File: config.mk
export PLATFORM = sky130hd
export DESIGN_NAME = fetch_ctrl
export DESIGN_NICKNAME = d
export VERILOG_FILES = /design/src/rtl/fetch_ctrl.sv
export SDC_FILE = /design/constraint.sdc
export NUM_CORES = 1
export LEC_CHECK = 0
export CAP_MARGIN = 15
export CORE_ASPECT_RATIO = 1.25
export CORE_MARGIN = 3
export CORE_UTILIZATION = 50
export DETAILED_ROUTE_END_ITERATION = 8
export PLACE_DENSITY = 0.91
export SLEW_MARGIN = 20
export SYNTH_ARGS = -nofsm -noshare
export SYNTH_HDL_FRONTEND = slang
export SYNTH_SLANG_ARGS = --single-unit
File: constraint.sdc
create_clock -name clock -period 4.5 [get_ports clock]
set_input_delay 0.9 -clock clock [delete_from_list [all_inputs] [get_ports clock]]
set_output_delay 0.9 -clock clock [all_outputs]
set_load 0.005 [all_outputs]
File: src/rtl/fetch_ctrl.sv
// Instruction-fetch controller: drives the PC register, runs the req/ack
// handshake with a variable-latency instruction memory and fills IF/ID.
// Stalls from ID and redirects from later stages are resolved here,
// including redirects that arrive while a memory response is still pending.
module fetch_ctrl #(
    parameter int unsigned ADDR_W = 10,
    parameter int unsigned DATA_W = 32
) (
    input  logic              clock,
    input  logic              reset,
    input  logic [ADDR_W-1:0] PC_current,
    output logic              PC_write,
    output logic [ADDR_W-1:0] PC_new,
    output logic              imem_req,
    output logic [ADDR_W-1:0] imem_addr,
    input  logic              imem_ack,
    input  logic [DATA_W-1:0] imem_data,
    input  logic              stall,
    input  logic              redirect,
    input  logic [ADDR_W-1:0] redirect_target,
    output logic [DATA_W-1:0] IF_ID_instr,
    output logic [ADDR_W-1:0] IF_ID_pc_plus1,
    output logic              IF_ID_valid
);

    typedef enum logic [1:0] {
        IDLE    = 2'd0,
        REQ     = 2'd1,
        HOLD    = 2'd2,
        DISCARD = 2'd3
    } state_t;

    state_t            state;
    logic [DATA_W-1:0] hold_instr;
    logic [ADDR_W-1:0] hold_pc_plus1;
    logic [ADDR_W-1:0] pc_inc;

    assign pc_inc = PC_current + ADDR_W'(1);

    // PC update: redirect wins, otherwise advance whenever IF/ID accepts an instruction
    always_comb begin
        PC_write = 1'b0;
        PC_new   = pc_inc;
        if (redirect) begin
            PC_write = 1'b1;
            PC_new   = redirect_target;
        end else if (state == REQ && imem_ack && !stall) begin
            PC_write = 1'b1;
            PC_new   = pc_inc;
        end else if (state == HOLD && !stall) begin
            PC_write = 1'b1;
            PC_new   = hold_pc_plus1;
        end
    end

    // Fetch FSM with registered memory request and IF/ID latch
    always_ff @(posedge clock or posedge reset) begin
        if (reset) begin
            state          <= IDLE;
            imem_req       <= 1'b0;
            imem_addr      <= '0;
            IF_ID_instr    <= '0;
            IF_ID_pc_plus1 <= '0;
            IF_ID_valid    <= 1'b0;
            hold_instr     <= '0;
            hold_pc_plus1  <= '0;
        end else begin
            case (state)
                IDLE: begin
                    state    <= REQ;
                    imem_req <= 1'b1;
                    if (redirect) begin
                        imem_addr   <= redirect_target;
                        IF_ID_valid <= 1'b0;
                    end else begin
                        imem_addr <= PC_current;
                    end
                end
                REQ: begin
                    if (redirect) begin
                        IF_ID_valid <= 1'b0;
                        if (imem_ack) begin
                            // response is stale: reissue at the target right away
                            imem_addr <= redirect_target;
                            imem_req  <= 1'b1;
                        end else begin
                            // old request must still complete before reissuing
                            state <= DISCARD;
                        end
                    end else if (imem_ack) begin
                        if (stall) begin
                            hold_instr    <= imem_data;
                            hold_pc_plus1 <= pc_inc;
                            imem_req      <= 1'b0;
                            state         <= HOLD;
                        end else begin
                            IF_ID_instr    <= imem_data;
                            IF_ID_pc_plus1 <= pc_inc;
                            IF_ID_valid    <= 1'b1;
                            imem_addr      <= pc_inc;
                        end
                    end else if (!stall) begin
                        IF_ID_valid <= 1'b0;
                    end
                end
                HOLD: begin
                    if (redirect) begin
                        IF_ID_valid <= 1'b0;
                        imem_addr   <= redirect_target;
                        imem_req    <= 1'b1;
                        state       <= REQ;
                    end else if (!stall) begin
                        IF_ID_instr    <= hold_instr;
                        IF_ID_pc_plus1 <= hold_pc_plus1;
                        IF_ID_valid    <= 1'b1;
                        imem_addr      <= hold_pc_plus1;
                        imem_req       <= 1'b1;
                        state          <= REQ;
                    end
                end
                DISCARD: begin
                    if (redirect) begin
                        IF_ID_valid <= 1'b0;
                        if (imem_ack) begin
                            imem_addr <= redirect_target;
                            state     <= REQ;
                        end
                    end else if (imem_ack) begin
                        // PC already holds the redirect destination
                        imem_addr <= PC_current;
                        state     <= REQ;
                    end
                end
                default: state <= IDLE;
            endcase
        end
    end

endmodule

## After elaboration in Yosys (flattened, before gate mapping)

Cells that the tools add are included.

- Register bits after elaboration: 98
- Input bits: 57
- Output and inout bits: 65

- Add/subtract/negate cells: 1
- Equality and inequality tests: 17
- Mux-type cells: 47
- Bitwise operators: 1
- Reduce and logical (&&, ||, !) cells: 14

Operators with widths:

| operator | count |
|---|---|
| two-way mux 32 bit | 5 |
| two-way mux 10 bit | 14 |
| case mux 32 bit (2 select lines) | 1 |
| case mux 10 bit (4 select lines) | 1 |
| case mux 10 bit (2 select lines) | 1 |
| != test 3 bit, second input constant | 6 |
| two-way mux 1 bit | 15 |
| two-way mux 2 bit | 7 |
| != test 2 bit, second input constant | 6 |
| AND reduction 4 bit | 3 |
| adder 10 x 1 -> 10 bit, second input constant | 1 |
| case mux 2 bit (4 select lines) | 1 |
| case mux 1 bit (3 select lines) | 2 |
| AND reduction 6 bit | 1 |
| AND reduction 5 bit | 1 |
| == test 2 bit, second input constant | 2 |
| != test 4 bit, second input constant | 1 |
| logical AND 1 bit | 3 |
| nonzero test 3 bit | 1 |
| == test 2 x 1 -> 1 bit, second input constant | 1 |
| zero test 2 bit | 1 |
| != test 2 x 1 -> 1 bit, second input constant | 1 |
| AND reduction 2 bit | 1 |
| nonzero test 2 bit | 1 |
| 3 further kinds | 3 |

## Depth between registers and ports, before layout

- Word-level depth: 5
- Mapped depth: 9

## Least setup slack after synthesis

Ideal clock, no wire load.

- Path type: input-to-output
- Start: input imem_ack
- End: output PC_new[9]
- Arrival: 1955 ps
- Required time: 3600 ps
- Setup slack: 1645 ps
- Stages on the path: 6
- Buffers on the path: 2
- Cells stage by stage: buf_4 -> nand2_1 -> nand3b_1 -> buf_2 -> a211o_1 -> nand2_1

- Longest elaborated chain between the ends: 4

RTL lines:

| what | RTL line | RTL |
|---|---|---|
| start, declared | 16 | `input logic imem_ack,` |
| logical AND 1 bit (2 in a row) | 47 | `end else if (state == REQ && imem_ack && !stall) begin` |
| two-way mux 10 bit | 47 |  |
| two-way mux 10 bit | 44 | `if (redirect) begin` |
| end, declared | 13 | `output logic [ADDR_W-1:0] PC_new,` |

No other way between the ends.

## Worst setup path after layout

- Start: input PC_current[1]
- End: output PC_new[8]

- Longest elaborated chain between the ends: 4

RTL lines:

| what | RTL line | RTL |
|---|---|---|
| start, declared | 11 | `input logic [ADDR_W-1:0] PC_current,` |
| adder 10 x 1 -> 10 bit * | 38 | `assign pc_inc = PC_current + ADDR_W'(1);` |
| two-way mux 10 bit | 50 | `end else if (state == HOLD && !stall) begin` |
| two-way mux 10 bit * | 47 |  |
| two-way mux 10 bit * | 44 |  |

Every way passes the cells marked *; elsewhere a longest branch is shown, timed or not.

==> impl_metrics.ini <==
[outcome]
status = completed

[flow_run]
maxCapViolCount = 0

[clocking]
clock-sinks = 98
cts_max_level = 3
cts-root-buf = clkbuf_16
cts_resized = 0
path_clk_slew_ns = 0.06
clk_latency_ns = 0.33
cts_made_buffers = 9
cts-hold-fix-buffers = 0
post_cts_buffers = 0
clock_path_buffers = 2
tritoncts = done

[power]
internal-power_mw = 2.75
pwr-share-clk_pct = 18.9
powerDensity_mw_per_mm2 = 607
power.leakage_nw = 2.89
irDropWorstVdd_v = 0.000350
netSwitchingFraction_pct = 33.0
pwr-share-seq_pct = 39.2
p_switching_mw = 1.36
pwr-share-comb_pct = 41.9

[finish]
regArea_mm2 = 0.00245
final_nets = 686
final_cell_area_mm2 = 0.00676
multi_input_area_mm2 = 0.00250
drive_gt1_share_pct = 8.92
nFillCells = 724
diodes = 0
final_common_cell = clkdlybuf4s50_1
area_growth_pct = 30.4
final_cell_mix = 121 x clkdlybuf4s50_1, 98 x dfrtp_1, 76 x nand2_1

[timing]
fmax_mhz = 245
setup_viol = 0
rsz0062_at_grt = no
slew_headroom_pct = 40.0
hold_violations = 0
skew_ns = 0.00640
fin_tns_setup_ns = 0
slew_violations = 0
fin_ws_ns = 0.419
period_minus_slack_ns = 4.08
period_share_pct = 90.7
worstMarginPinSlew_ns = 0.900

[grt]
overflow = 0
antenna_found_initial = 0
grt_pass1_wl_mm = 21.0
grt_max_degree = 63
grt_pass1_vias = 4253
track_usage_pct = 22.0

[routing]
viasPerCell = 5.78
routed-via-count = 4355
drc = 0
drtAntennaViolNets = 0
dr.first_iter.drc_count = 324
first_pass_iters = 5
routedWlPerCell_um = 16.9
routed_wl_mm = 12.7

[yosys]
yosys_warnings = 0
syn_inst = 521
synth-compound-area-share_pct = 16.1
avgSynthCellArea_um2 = 9.95
synth_edf_count = 0
synth.distinct_cells = 46
synth_top_family_by_area = multiplexers
ys_seq_elements = 98
synth-xor-area-share_pct = 1.35
synthSimpleGateAreaFrac_pct = 11.1
yosys-mux-area-fraction_pct = 17.7
synth_adder_area_share_pct = 1.21
yosys_most_used_dff = dfrtp_1
synth.yosys.seq_area_share_pct = 47.3
synth_nets = 583
synth_area_mm2 = 0.00519
async_flop_share_pct = 100

[floorplan]
die_h_um = 120
io_pins = 122
start_util_pct = 52.6
dieArea_mm2 = 0.0116
coreArea_mm2 = 0.00986
rows = 40
die_w_um = 97.1

[place]
place.gp.congestion = 0.904
place_ws_ns = 0.470
dp_hpwl_mm = 9.00
portBuffers = 121
post_dp_cell_area_mm2 = 0.00645

[critical_path]
rrSetupSlack_ns = 1.74
cp.required_ns = 3.60
worst_setup_path_end_kind = output port
setup.worst_path.start_class = input pin
r2r_start = state[1]
r2r-end = hold_instr[14]
crit_start = PC_current[1]
cp-endpoint = PC_new[8]
crit_path_max_fanout = 6
reg2reg_depth = 8
worstPathArrival_ns = 3.18
path_class = input pin to output port

[min_path]
hp-class = flip-flop to flip-flop
registers in the layout (all words and copies together) (netlist names):
signal          count
IF_ID_instr        32
hold_instr         32
IF_ID_pc_plus1     10
hold_pc_plus1      10
imem_addr          10
state               2
IF_ID_valid         1
imem_req            1
cell usage after synthesis (6+ instances only):
cell type | number | area share [%]
a21oi_1 | 24 | 2.3
a221oi_1 | 6 | 1.0
a31oi_1 | 6 | 0.72
buf_2 | 23 | 2.2
clkbuf_1 | 10 | 0.72
dfrtp_1 | 98 | 47
inv_1 | 11 | 0.80
mux2_1 | 20 | 4.3
mux2_2 | 19 | 4.1
mux2i_1 | 48 | 9.3
nand2_1 | 76 | 5.5
nand2b_1 | 13 | 1.6
nand3_1 | 9 | 0.87
nor2_1 | 19 | 1.4
o21ai_0 | 72 | 6.9
power groups by stage:
stage                     clock network [mW]  logic (mW)  registers (mW)
after detailed placement                   0        1.72            1.62
after CTS                              0.788        1.73            1.61
after global placement                     0        1.66            1.59
final                                  0.777        1.72            1.61
after global routing                   0.830        1.90            1.66
after floorplan                            0       0.900            1.57
worst min path at each step:
| stage | startpoint | endpoint | slack (ns) | cells after the start |
|---|---|---|---|---|
| 5_1_grt | IF_ID_instr[28] | IF_ID_instr[28] | 0.51 | 2 |
| 6_report | IF_ID_instr[30] | IF_ID_instr[30] | 0.48 | 2 |
| 4_1_cts | IF_ID_instr[30] | IF_ID_instr[30] | 0.48 | 2 |
| 3_5_place_dp | IF_ID_instr[30] | IF_ID_instr[30] | 0.47 | 2 |
| 2_1_floorplan | IF_ID_pc_plus1[5] | IF_ID_pc_plus1[5] | 0.46 | 2 |
| 3_3_place_gp | IF_ID_pc_plus1[3] | IF_ID_pc_plus1[3] | 0.46 | 2 |
worst max-delay path, stage by stage:
cell	delay (ns)
clkdlybuf4s50_1	0.57
ha_1	0.32
nand3_1	0.11
nor2_1	0.12
xor2_1	0.28
mux2i_1	0.14
o21ai_0	0.19
clkdlybuf4s50_1	0.54
cells by family after synthesis:
group | Yosys count
xor+xnor | 8
compound gates | 140
fa+ha+maj | 5
mux | 87
simple gates | 130
flops | 98
buf+inv | 53
metrics by stage:
stage / instances / utilization [%] / power, mW / hold WS, ns
finish: 754 / 68.6 / 4.11 / 0.477
global route: 754 / 68.6 / 4.39 / 0.512
CTS: 754 / 68.5 / 4.12 / 0.483
detailed placement: 739 / 65.4 / 3.33 / 0.469
global placement: 739 / 65.4 / 3.25 / 0.461
floorplan: 521 / - / 2.47 / 0.463
cell type report:
class	instances	share of cell area, %
clock buffer	13	4.00
clock inverter	2	0.518
inverter	12	0.703
multi-input combinational	370	36.9
sequential	98	36.3
tap	126	2.33
timing repair buffer	133	19.2
layer usage:
metal / GRT usage (%) / vias up / share of wire, % / routed length, um
met5: 0 / - / 0 / 0
met4: 6.58 / 0 / 1.2 / 155
met3: 5.35 / 15 / 7.9 / 1000
met2: 36.9 / 195 / 50 / 6360
met1: 28.3 / 2104 / 41 / 5200
li1: - / 2041 / - / -
Note: power is estimated with default switching activity, not from simulation.
